$ cat src/rtl/decomp_pkg.sv
// Shared state encoding, width defaults and InWord field layout for the RLE decompressor.
package decomp_pkg;

    localparam int DEF_ADDR_W = 16;
    localparam int DEF_DATA_W = 8;
    localparam int DEF_RUN_W  = 8;

    // InWord = {RunLen, Pixel}: the pixel occupies the low bits and RunLen sits directly above it.
    localparam int PIX_LSB = 0;

    typedef enum logic [1:0] {
        IDLE,
        FETCH,
        EXPAND,
        DONE
    } state_t;

endpackage

$ cat src/rtl/rle_run_counter.sv
// Loadable down-counter; zero_o is high when the count will be zero after the coming edge.
module rle_run_counter #(
    parameter int W = 8
) (
    input  logic         clk_i,
    input  logic         rst_ni,
    input  logic         load_i,
    input  logic [W-1:0] load_val_i,
    input  logic         dec_i,
    output logic         zero_o
);

    logic [W-1:0] count_q;
    logic [W-1:0] count_d;

    always_comb begin
        count_d = count_q;
        if (load_i) begin
            count_d = load_val_i;
        end else if (dec_i && (count_q != '0)) begin
            count_d = count_q - W'(1);
        end
    end

    always_ff @(posedge clk_i or negedge rst_ni) begin
        if (!rst_ni) begin
            count_q <= '0;
        end else begin
            count_q <= count_d;
        end
    end

    assign zero_o = (count_d == '0);

endmodule

$ cat src/rtl/rle_decompress_addr_gen.sv
// Expands {RunLen,Pixel} words into consecutive RAM writes from BaseAddress.
// Define DECOMP_CHECKSUM_EN to add the 16-bit Checksum output of all written pixels.
module rle_decompress_addr_gen
    import decomp_pkg::*;
#(
    parameter int ADDR_W = DEF_ADDR_W,
    parameter int DATA_W = DEF_DATA_W,
    parameter int RUN_W  = DEF_RUN_W
) (
    input  logic                    Clk,
    input  logic                    ResetN,
    input  logic                    Start,
    input  logic                    Abort,
    input  logic [ADDR_W-1:0]       BaseAddress,
    input  logic [ADDR_W-1:0]       TotalCount,
    input  logic                    InValid,
    input  logic [RUN_W+DATA_W-1:0] InWord,
    output logic                    InReady,
    output logic [ADDR_W-1:0]       AddressInDecompressed,
    output logic [DATA_W-1:0]       DataToRAM,
    output logic                    WriteEnable,
    output logic                    Busy,
    output logic                    Done,
    output logic                    Overrun
`ifdef DECOMP_CHECKSUM_EN
    ,
    output logic [15:0]             Checksum
`endif
);

    state_t            state_q;
    logic [ADDR_W-1:0] addr_q;
    logic [ADDR_W-1:0] addr_d;
    logic [DATA_W-1:0] pix_q;
    logic              we_q;
    logic              ready_q;
    logic              busy_q;
    logic              done_q;
    logic              overrun_q;

    logic [DATA_W-1:0] word_pix;
    logic [RUN_W-1:0]  word_run;
    logic              start_ok;
    logic              handshake;
    logic              expanding;
    logic              run_zero;
    logic              rem_zero;

    assign word_pix  = InWord[PIX_LSB +: DATA_W];
    assign word_run  = InWord[PIX_LSB + DATA_W +: RUN_W];
    assign start_ok  = Start && !Abort && (state_q == IDLE);
    assign handshake = InValid && ready_q && !Abort;
    assign expanding = (state_q == EXPAND);
    assign addr_d    = addr_q + ADDR_W'(1);

    rle_run_counter #(.W(RUN_W)) u_run_cnt (
        .clk_i      (Clk),
        .rst_ni     (ResetN),
        .load_i     (handshake),
        .load_val_i (word_run),
        .dec_i      (expanding),
        .zero_o     (run_zero)
    );

    rle_run_counter #(.W(ADDR_W)) u_rem_cnt (
        .clk_i      (Clk),
        .rst_ni     (ResetN),
        .load_i     (start_ok),
        .load_val_i (TotalCount),
        .dec_i      (expanding),
        .zero_o     (rem_zero)
    );

    // The zero flags look at the post-write count, so EXPAND decides its exit on the current write.
    always_ff @(posedge Clk or negedge ResetN) begin
        if (!ResetN) begin
            state_q   <= IDLE;
            addr_q    <= '0;
            pix_q     <= '0;
            we_q      <= 1'b0;
            ready_q   <= 1'b0;
            busy_q    <= 1'b0;
            done_q    <= 1'b0;
            overrun_q <= 1'b0;
        end else if (Abort) begin
            state_q <= IDLE;
            we_q    <= 1'b0;
            ready_q <= 1'b0;
            busy_q  <= 1'b0;
            done_q  <= 1'b0;
        end else begin
            done_q <= 1'b0;
            case (state_q)
                IDLE: begin
                    if (Start) begin
                        addr_q    <= BaseAddress;
                        overrun_q <= 1'b0;
                        busy_q    <= 1'b1;
                        if (TotalCount == '0) begin
                            state_q <= DONE;
                            done_q  <= 1'b1;
                        end else begin
                            state_q <= FETCH;
                            ready_q <= 1'b1;
                        end
                    end
                end
                FETCH: begin
                    if (handshake) begin
                        pix_q <= word_pix;
                        if (word_run != '0) begin
                            state_q <= EXPAND;
                            ready_q <= 1'b0;
                            we_q    <= 1'b1;
                        end
                    end
                end
                EXPAND: begin
                    addr_q <= addr_d;
                    if (rem_zero) begin
                        state_q <= DONE;
                        we_q    <= 1'b0;
                        done_q  <= 1'b1;
                        if (!run_zero) begin
                            overrun_q <= 1'b1;
                        end
                    end else if (run_zero) begin
                        state_q <= FETCH;
                        we_q    <= 1'b0;
                        ready_q <= 1'b1;
                    end
                end
                DONE: begin
                    state_q <= IDLE;
                    busy_q  <= 1'b0;
                end
                default: begin
                    state_q <= IDLE;
                end
            endcase
        end
    end

    assign InReady               = ready_q;
    assign AddressInDecompressed = addr_q;
    assign DataToRAM             = pix_q;
    assign WriteEnable           = we_q;
    assign Busy                  = busy_q;
    assign Done                  = done_q;
    assign Overrun               = overrun_q;

`ifdef DECOMP_CHECKSUM_EN
    logic [15:0] checksum_q;

    always_ff @(posedge Clk or negedge ResetN) begin
        if (!ResetN) begin
            checksum_q <= '0;
        end else if (start_ok) begin
            checksum_q <= '0;
        end else if (we_q) begin
            checksum_q <= checksum_q + 16'(pix_q);
        end
    end

    assign Checksum = checksum_q;
`endif

endmodule

$ cat config.mk
export PLATFORM = sky130hd
export DESIGN_NAME = rle_decompress_addr_gen
export DESIGN_NICKNAME = d
export VERILOG_FILES = /design/src/rtl/decomp_pkg.sv /design/src/rtl/rle_run_counter.sv /design/src/rtl/rle_decompress_addr_gen.sv
export SDC_FILE = /design/constraint.sdc
export NUM_CORES = 1
export LEC_CHECK = 0
export CAP_MARGIN = 40
export CORE_UTILIZATION = 55
export DETAILED_ROUTE_END_ITERATION = 7
export PLACE_DENSITY = 0.87
export SLEW_MARGIN = 15
export SYNTH_ARGS = -nofsm -noshare
export SYNTH_HDL_FRONTEND = slang
export SYNTH_HIERARCHICAL = 1
export SYNTH_SLANG_ARGS = --single-unit
export TNS_END_PERCENT = 20
$ cat constraint.sdc
create_clock -name Clk -period 8.6 [get_ports Clk]
set_input_delay 1.72 -clock Clk [delete_from_list [all_inputs] [get_ports Clk]]
set_output_delay 1.72 -clock Clk [all_outputs]
set_load 0.03 [all_outputs]
* Word-level counts from Yosys, hierarchy flattened
Cells that the tools add are included.
Word-level totals: input bits 53, word-level logic and storage cells 92, bits in registers 55
Operators by class: add/subtract/negate cells 3, reduce and logical (&&, ||, !) cells 25, bitwise operators 1, multiplexer cells 40, equal/unequal tests 13
Operator list (number):
- 16-bit 2-to-1 mux | 3
- 16-bit zero test | 2
- 16-bit case mux with 2 select lines | 1
- 1-bit 2-to-1 mux | 21
- 3-bit inequality test, second input constant | 6
- 16-bit by 1-bit adder with 16-bit output, second input constant | 1
- 8-bit 2-to-1 mux | 2
- 16-bit nonzero test | 1
- 8-bit nonzero test | 2
- 16-bit by 1-bit subtractor with 16-bit output, second input constant | 1
- 2-bit 2-to-1 mux | 7
- 8-bit zero test | 1
- 1-bit case mux with 2 select lines | 4
- 2-bit case mux with 4 select lines | 1
- 4-bit AND reduction | 2
- 8-bit by 1-bit subtractor with 8-bit output, second input constant | 1
- 7-bit AND reduction | 1
- 1-bit logical AND | 6
- 2-bit inequality test, second input constant | 3
- 3-bit AND reduction | 2
- 3-bit nonzero test | 2
- 5-bit AND reduction | 1
- 2-bit == test, second input constant | 2
- 4-bit inequality test, second input constant | 1
- 8 further kinds | 8

* Longest topological paths before layout
word-level depth 9, depth in mapped cells 16, depth with buffers taken out 11

* Cells and area by module
Netlist, hierarchy kept.
Modules (own cells, without submodules):
- rle_decompress_addr_gen | times used 1, area each 1871.8 µm², cells an instance 201, seq. area each 775.7 µm²
- rle_run_counter (u_rem_cnt) | times used 1, area each 1139.8 µm², cells an instance 125, seq. area each 400.4 µm²
- rle_run_counter (u_run_cnt) | times used 1, area each 566.8 µm², cells an instance 60, seq. area each 200.2 µm²

* Worst setup path before layout
Ideal clock, no wire load.
path kind input to register, from in Abort, to reg ready_q, in the netlist InReady, arrival time 4.685 ns, path slack 3.814 ns, buffers on the path 3, stages 12, required time 8.499 ns, cells stage by stage buf_2 or2_0 buf_2 nor2_1 clkbuf_1 nor2_1 a311o_1 or4b_2 nor4_2 nor3b_1 o32a_1 o32ai_1
Between the ends: cells in the longest elaborated chain, start to end 7, elaborated cells between the ends (all ways) 17, those cells by class 6 x eq/ne; 3 x mux; 8 x reduce/logical
Ends and longest elaborated chain:
- from (decl) | line rle_decompress_addr_gen.sv:13 | input logic Abort,
- 1-bit zero test | line rle_decompress_addr_gen.sv:51 | assign start_ok = Start && !Abort && (state_q == IDLE);
- 1-bit logical AND (2 in series) | line rle_decompress_addr_gen.sv:51
- via start_ok | line rle_decompress_addr_gen.sv:43 | logic start_ok;
- 16-bit 2-to-1 mux | line rle_run_counter.sv:18 | if (load_i) begin
- via u_rem_cnt.count_d[10] | line rle_run_counter.sv:14 | logic [W-1:0] count_d;
- 16-bit zero test | line rle_run_counter.sv:33 | assign zero_o = (count_d == '0);
- via rem_zero | line rle_decompress_addr_gen.sv:47 | logic rem_zero;
- 3-bit inequality test (no source line)
- 7-bit AND reduction (no source line)
- to (signal assigned) | line rle_decompress_addr_gen.sv:81 | ready_q <= 1'b0;
- to (signal assigned) | line rle_decompress_addr_gen.sv:88 | ready_q <= 1'b0;
- to (signal assigned) | line rle_decompress_addr_gen.sv:104 | ready_q <= 1'b1;
- to (decl) | line rle_decompress_addr_gen.sv:36 | logic ready_q;
The timed path passes the listed nets, and every way through them passes these cells. A chain may end at the register's enable or synchronous reset.

* Final worst setup path
from in Abort, to reg ready_q, in the netlist InReady
Between the ends: cells in the longest elaborated chain, start to end 7, elaborated cells between the ends (all ways) 17, those cells by class 6 x eq/ne; 3 x mux; 8 x reduce/logical
Ends and longest elaborated chain (line):
- 1-bit zero test | rle_decompress_addr_gen.sv:51
- 1-bit logical AND (2 in series) | rle_decompress_addr_gen.sv:51
- via start_ok | rle_decompress_addr_gen.sv:43
- 16-bit 2-to-1 mux | rle_run_counter.sv:18
- 16-bit zero test | rle_run_counter.sv:33
- via rem_zero | rle_decompress_addr_gen.sv:47
- 3-bit inequality test (no source line)
- 7-bit AND reduction (no source line)
The timed path passes the listed nets, and every way through them passes these cells.

==> out/summary.md <==
Run status
* finished, final reports clean — run status

Worst hold path
* flop to flop — Hold Crit Class
* 1 — hold-critical path depth
* DataToRAM[0] — startpoint of the worst hold path
* DataToRAM[0] — Worst Hold End

STA
* 0.0113 ns — clock skew
* 0 — number of max-slew violations in the final report
* 0 — Final setup viols
* 0.520 ns — Hold Worst Slack
* 178 MHz — highest attainable clock frequency
* 0.891 ns — Tightest Pin Transition
* 0 — number of hold violations in the final report
* 5.62 ns — Tmin final
* 40.4% — worst slew margin relative to its limit
* no — setup repair after global routing missed its margin
* 65.4% — share of the clock period used by the worst path after layout
* 0 ns — Setup TNS

Routing
* 8930 µm — Routed Wire Length
* 318 — violation count after the first detailed-route iteration
* 16.7 µm — post-detailed-route wirelength per cell
* 3,349 — DR vias
* 5 — Initial DRT Pass Iterations
* 0 — Antenna Violating Nets Remaining
* 0 — DRC Markers
* 6.27 — average vias per placed instance

Clock tree
* 0 — number of buffers inserted to repair setup after CTS
* 0 — count of hold buffers inserted by post-cts repair
* sky130_fd_sc_hd__clkbuf_8 — Root Buffer Master
* 5 — CTS buffer count
* 0.11 ns — clock edge transition at the registers on the reported setup and hold paths
* 0.31 ns — worst skew pair latency
* done — CTS tree
* 2 — # H-tree levels
* 0 — post-CTS resize count
* 55 — Clock Sinks
* 2 — buffer depth of the longest clock path

Worst setup path
* clkdlybuf4s50_1 > or2_0 > nor2_1 > buf_4 > inv_1 > and4_1 > a2111oi_0 > or4b_2 > nor4_2 > nor3b_1 > o32a_1 > o32ai_1 — ordered cell list for the critical path
* InReady — Critical R2R Capture
* 0.64 ns — largest stage delay on the critical path
* input pin — critical path launch point type
* 23 — Max FO, Critical Path
* 8.82 ns — Req. time, crit path
* flop — sort of element at the end of the critical path
* 3 — Critical path buffers and inverters
* 5.84 ns — Data arrival, critical path
* input pin to flop — classification of the worst setup path
* state_q[0] — reg2reg start
* 3.65 ns — flop-to-flop setup slack
* simple AND/OR/NAND/NOR gates — Top Family by Delay on Critical Path
* 11 — number of cells on the worst reg-to-reg path
* sky130_fd_sc_hd__or4b_2 — library cell contributing the largest single delay on the critical path

Floorplanning
* 6830 µm² — Die Footprint
* 56.7% — initial standard-cell utilization of the core
* 82.7 µm — DIE WIDTH
* 29 — num rows
* 6310 µm² — total core area
* 82.7 µm — die span in y
* 82 — top-level I/O count

Final layout
* 2000 µm² — multi-input combinational cell area
* 0 — Diodes inserted
* 24.6% — layout overhead on the synthesized area
* 11.2% — layout cell share with drive strength beyond 1
* 519 — total of fill cells in the finished design
* 1380 µm² — area occupied by registers
* 514 — number of nets in the layout
* 534 — number of standard cells in the layout, taps in and fillers out

Power and ir drop
* 0.00168 µW — leakage dissipation
* 14.3% — clock group share of total power
* 41.4% — Seq pwr share
* 245 nW/µm² — pwr/cell area
* 459 µW — Switch Pwr
* 44.4% — combinational power share
* 173 µV — Worst VDD drop
* 633 µW — internal power contribution
* 1090 µW — total design power
* 42.0% — fraction of power spent switching nets

Job
* 0 — # Max-Cap Violations

Global route
* 0 — aggregate global routing overflow
* 2,966 — vias in the first global route
* 0 — number of antenna violations at the first check in global routing
* 26.7% — total global routing track utilization
* 56 — largest net degree at the start of global routing
* 14,100 µm — wire length of the first global-routing pass

Logic synthesis
* 6 — Yosys warning total
* sky130_fd_sc_hd__dfrtp_1 — cell type with the largest total area after synthesis
* 444 — syn nets
* 55 — total of flip-flops plus latches after synthesis
* sky130_fd_sc_hd__dfrtp_1 (38%), sky130_fd_sc_hd__nor2_1 (3.4%), sky130_fd_sc_hd__a21oi_1 (3.2%) — leading cell types by total area after synthesis
* 0 — number of enable flip-flop cells after synthesis
* sky130_fd_sc_hd__dfrtp_1 (55), sky130_fd_sc_hd__nor2_1 (32), sky130_fd_sc_hd__nand2_1 (26) — leading post-synthesis cells by instance count
* 9.27 µm² — syn_area_per_cell
* 386 — cell count after synthesis
* sky130_fd_sc_hd__dfrtp_1 — prevailing post-synth register cell
* 3580 µm² — summed instance area of the synthesized netlist
* sky130_fd_sc_hd__dfrtp_1 — cell with the most instances after synthesis
* 83 — Unique masters post-synth
* 38.5% — post-synthesis sequential area ratio
* 100% — share of synthesized registers carrying an async set or reset
* 38.5% — fraction of post-synthesis cell area in the top cell type by area

Place
* 0.896 — final weighted congestion of routability-driven global placement
* 81 — count of buffers inserted at the top-level ports
* 526 — Inst Count DP
* 6460 µm — post-detail-place hpwl

-- metrics by stage --
stage	utilization, %	instance area, µm²	worst slack, ns
floorplan	-	3580	3.81
global placement	68.9	4350	2.95
CTS	70.6	4460	3.02
finish	70.6	4460	2.98
detailed placement	69.0	4360	2.75
global route	70.6	4460	2.74
-- worst register-to-register path, stage by stage (launching register included) --
cell	delay, ns
sky130_fd_sc_hd__dfrtp_1	0.50
sky130_fd_sc_hd__nand2b_1	0.52
sky130_fd_sc_hd__inv_2	0.67
sky130_fd_sc_hd__or4b_4	0.59
sky130_fd_sc_hd__nand2b_4	0.21
sky130_fd_sc_hd__o31a_1	0.29
sky130_fd_sc_hd__o31a_1	0.31
sky130_fd_sc_hd__or4b_1	0.56
sky130_fd_sc_hd__nor4_2	0.56
sky130_fd_sc_hd__nor3b_1	0.16
sky130_fd_sc_hd__o32a_1	0.38
sky130_fd_sc_hd__o32ai_1	0.12
-- state kept, by name, summed over array words and instances (netlist names) --
| signal | cells |
|---|---|
| AddressInDecompressed | 16 |
| u_rem_cnt/count_q | 16 |
| DataToRAM | 8 |
| u_run_cnt/count_q | 8 |
| state_q | 2 |
| Busy | 1 |
| Done | 1 |
| InReady | 1 |
| Overrun | 1 |
| WriteEnable | 1 |
-- routing by layer --
metal  vias to the layer above  share of wire [%]  track usage [%]  routed length [µm]
met2                       133                 48             42.4                4260
met4                         0               0.80             6.72                  71
li1                       1613                  -                -                   -
met1                      1596                 45             37.8                4030
met5                         -                  0                0                   0
met3                         7                6.4             4.51                 570
-- layout make-up --
class | count | area share [%]
sequential | 55 | 30.9
clock buffer | 6 | 1.85
inverter | 15 | 1.26
timing repair buffer | 84 | 18.6
clock inverter | 2 | 0.365
multi-input combinational | 295 | 44.9
tap | 77 | 2.16
-- power by group through the flow --
stage	logic (µW)	clock network [µW]	registers, µW
detailed placement	480	0	454
global route	526	167	465
CTS	483	156	450
global placement	469	0	448
finish	485	156	452
floorplan	252	0	507
-- how the worst max path moves through the flow --
stage / end / startpoint / cells past startpoint / slack [ns]
after global routing: InReady / Abort / 12 / 2.74
after CTS: InReady / Abort / 12 / 3.02
after detailed placement: InReady / Abort / 12 / 2.75
after floorplan: InReady / Abort / 12 / 3.81
after global placement: InReady / Abort / 12 / 2.95
final: InReady / Abort / 12 / 2.98
-- kinds of logic after synthesis --
kind of cell | synth area share [%]
simple gates | 29.3
compound gates | 21.3
mux | 3.11
buf+inv | 5.59
xor+xnor | 0.490
flops | 38.5
fa+ha+maj | 1.75
-- placed cells by master, fill, tap and decap left out, types with 3 or more instances in the layout --
master and count:
sky130_fd_sc_hd__and4_1 3, sky130_fd_sc_hd__nor4b_1 3, sky130_fd_sc_hd__inv_1 14, sky130_fd_sc_hd__o22ai_1 5, sky130_fd_sc_hd__buf_4 3, sky130_fd_sc_hd__a31oi_1 9, sky130_fd_sc_hd__ha_1 5, sky130_fd_sc_hd__or3_1 6
sky130_fd_sc_hd__and3_1 3, sky130_fd_sc_hd__nor4_1 10, sky130_fd_sc_hd__o31a_1 4, sky130_fd_sc_hd__nand2b_1 8, sky130_fd_sc_hd__mux2_2 9, sky130_fd_sc_hd__a311oi_1 3, sky130_fd_sc_hd__a311o_1 4, sky130_fd_sc_hd__or4b_1 3
sky130_fd_sc_hd__nor3b_1 3, sky130_fd_sc_hd__a21oi_1 23, sky130_fd_sc_hd__nor4_2 5, sky130_fd_sc_hd__nand3_1 14, sky130_fd_sc_hd__o31ai_1 3, sky130_fd_sc_hd__nor3_1 10, sky130_fd_sc_hd__and2_1 8, sky130_fd_sc_hd__nand3b_1 3
sky130_fd_sc_hd__nor2_1 32, sky130_fd_sc_hd__clkdlybuf4s50_1 80, sky130_fd_sc_hd__nand2_1 26, sky130_fd_sc_hd__nand4_1 5, sky130_fd_sc_hd__o21ai_0 22, sky130_fd_sc_hd__dfrtp_1 55, sky130_fd_sc_hd__or4_1 4, sky130_fd_sc_hd__clkbuf_8 6
sky130_fd_sc_hd__a2bb2oi_1 6
Power figures use the tool's default switching activity.
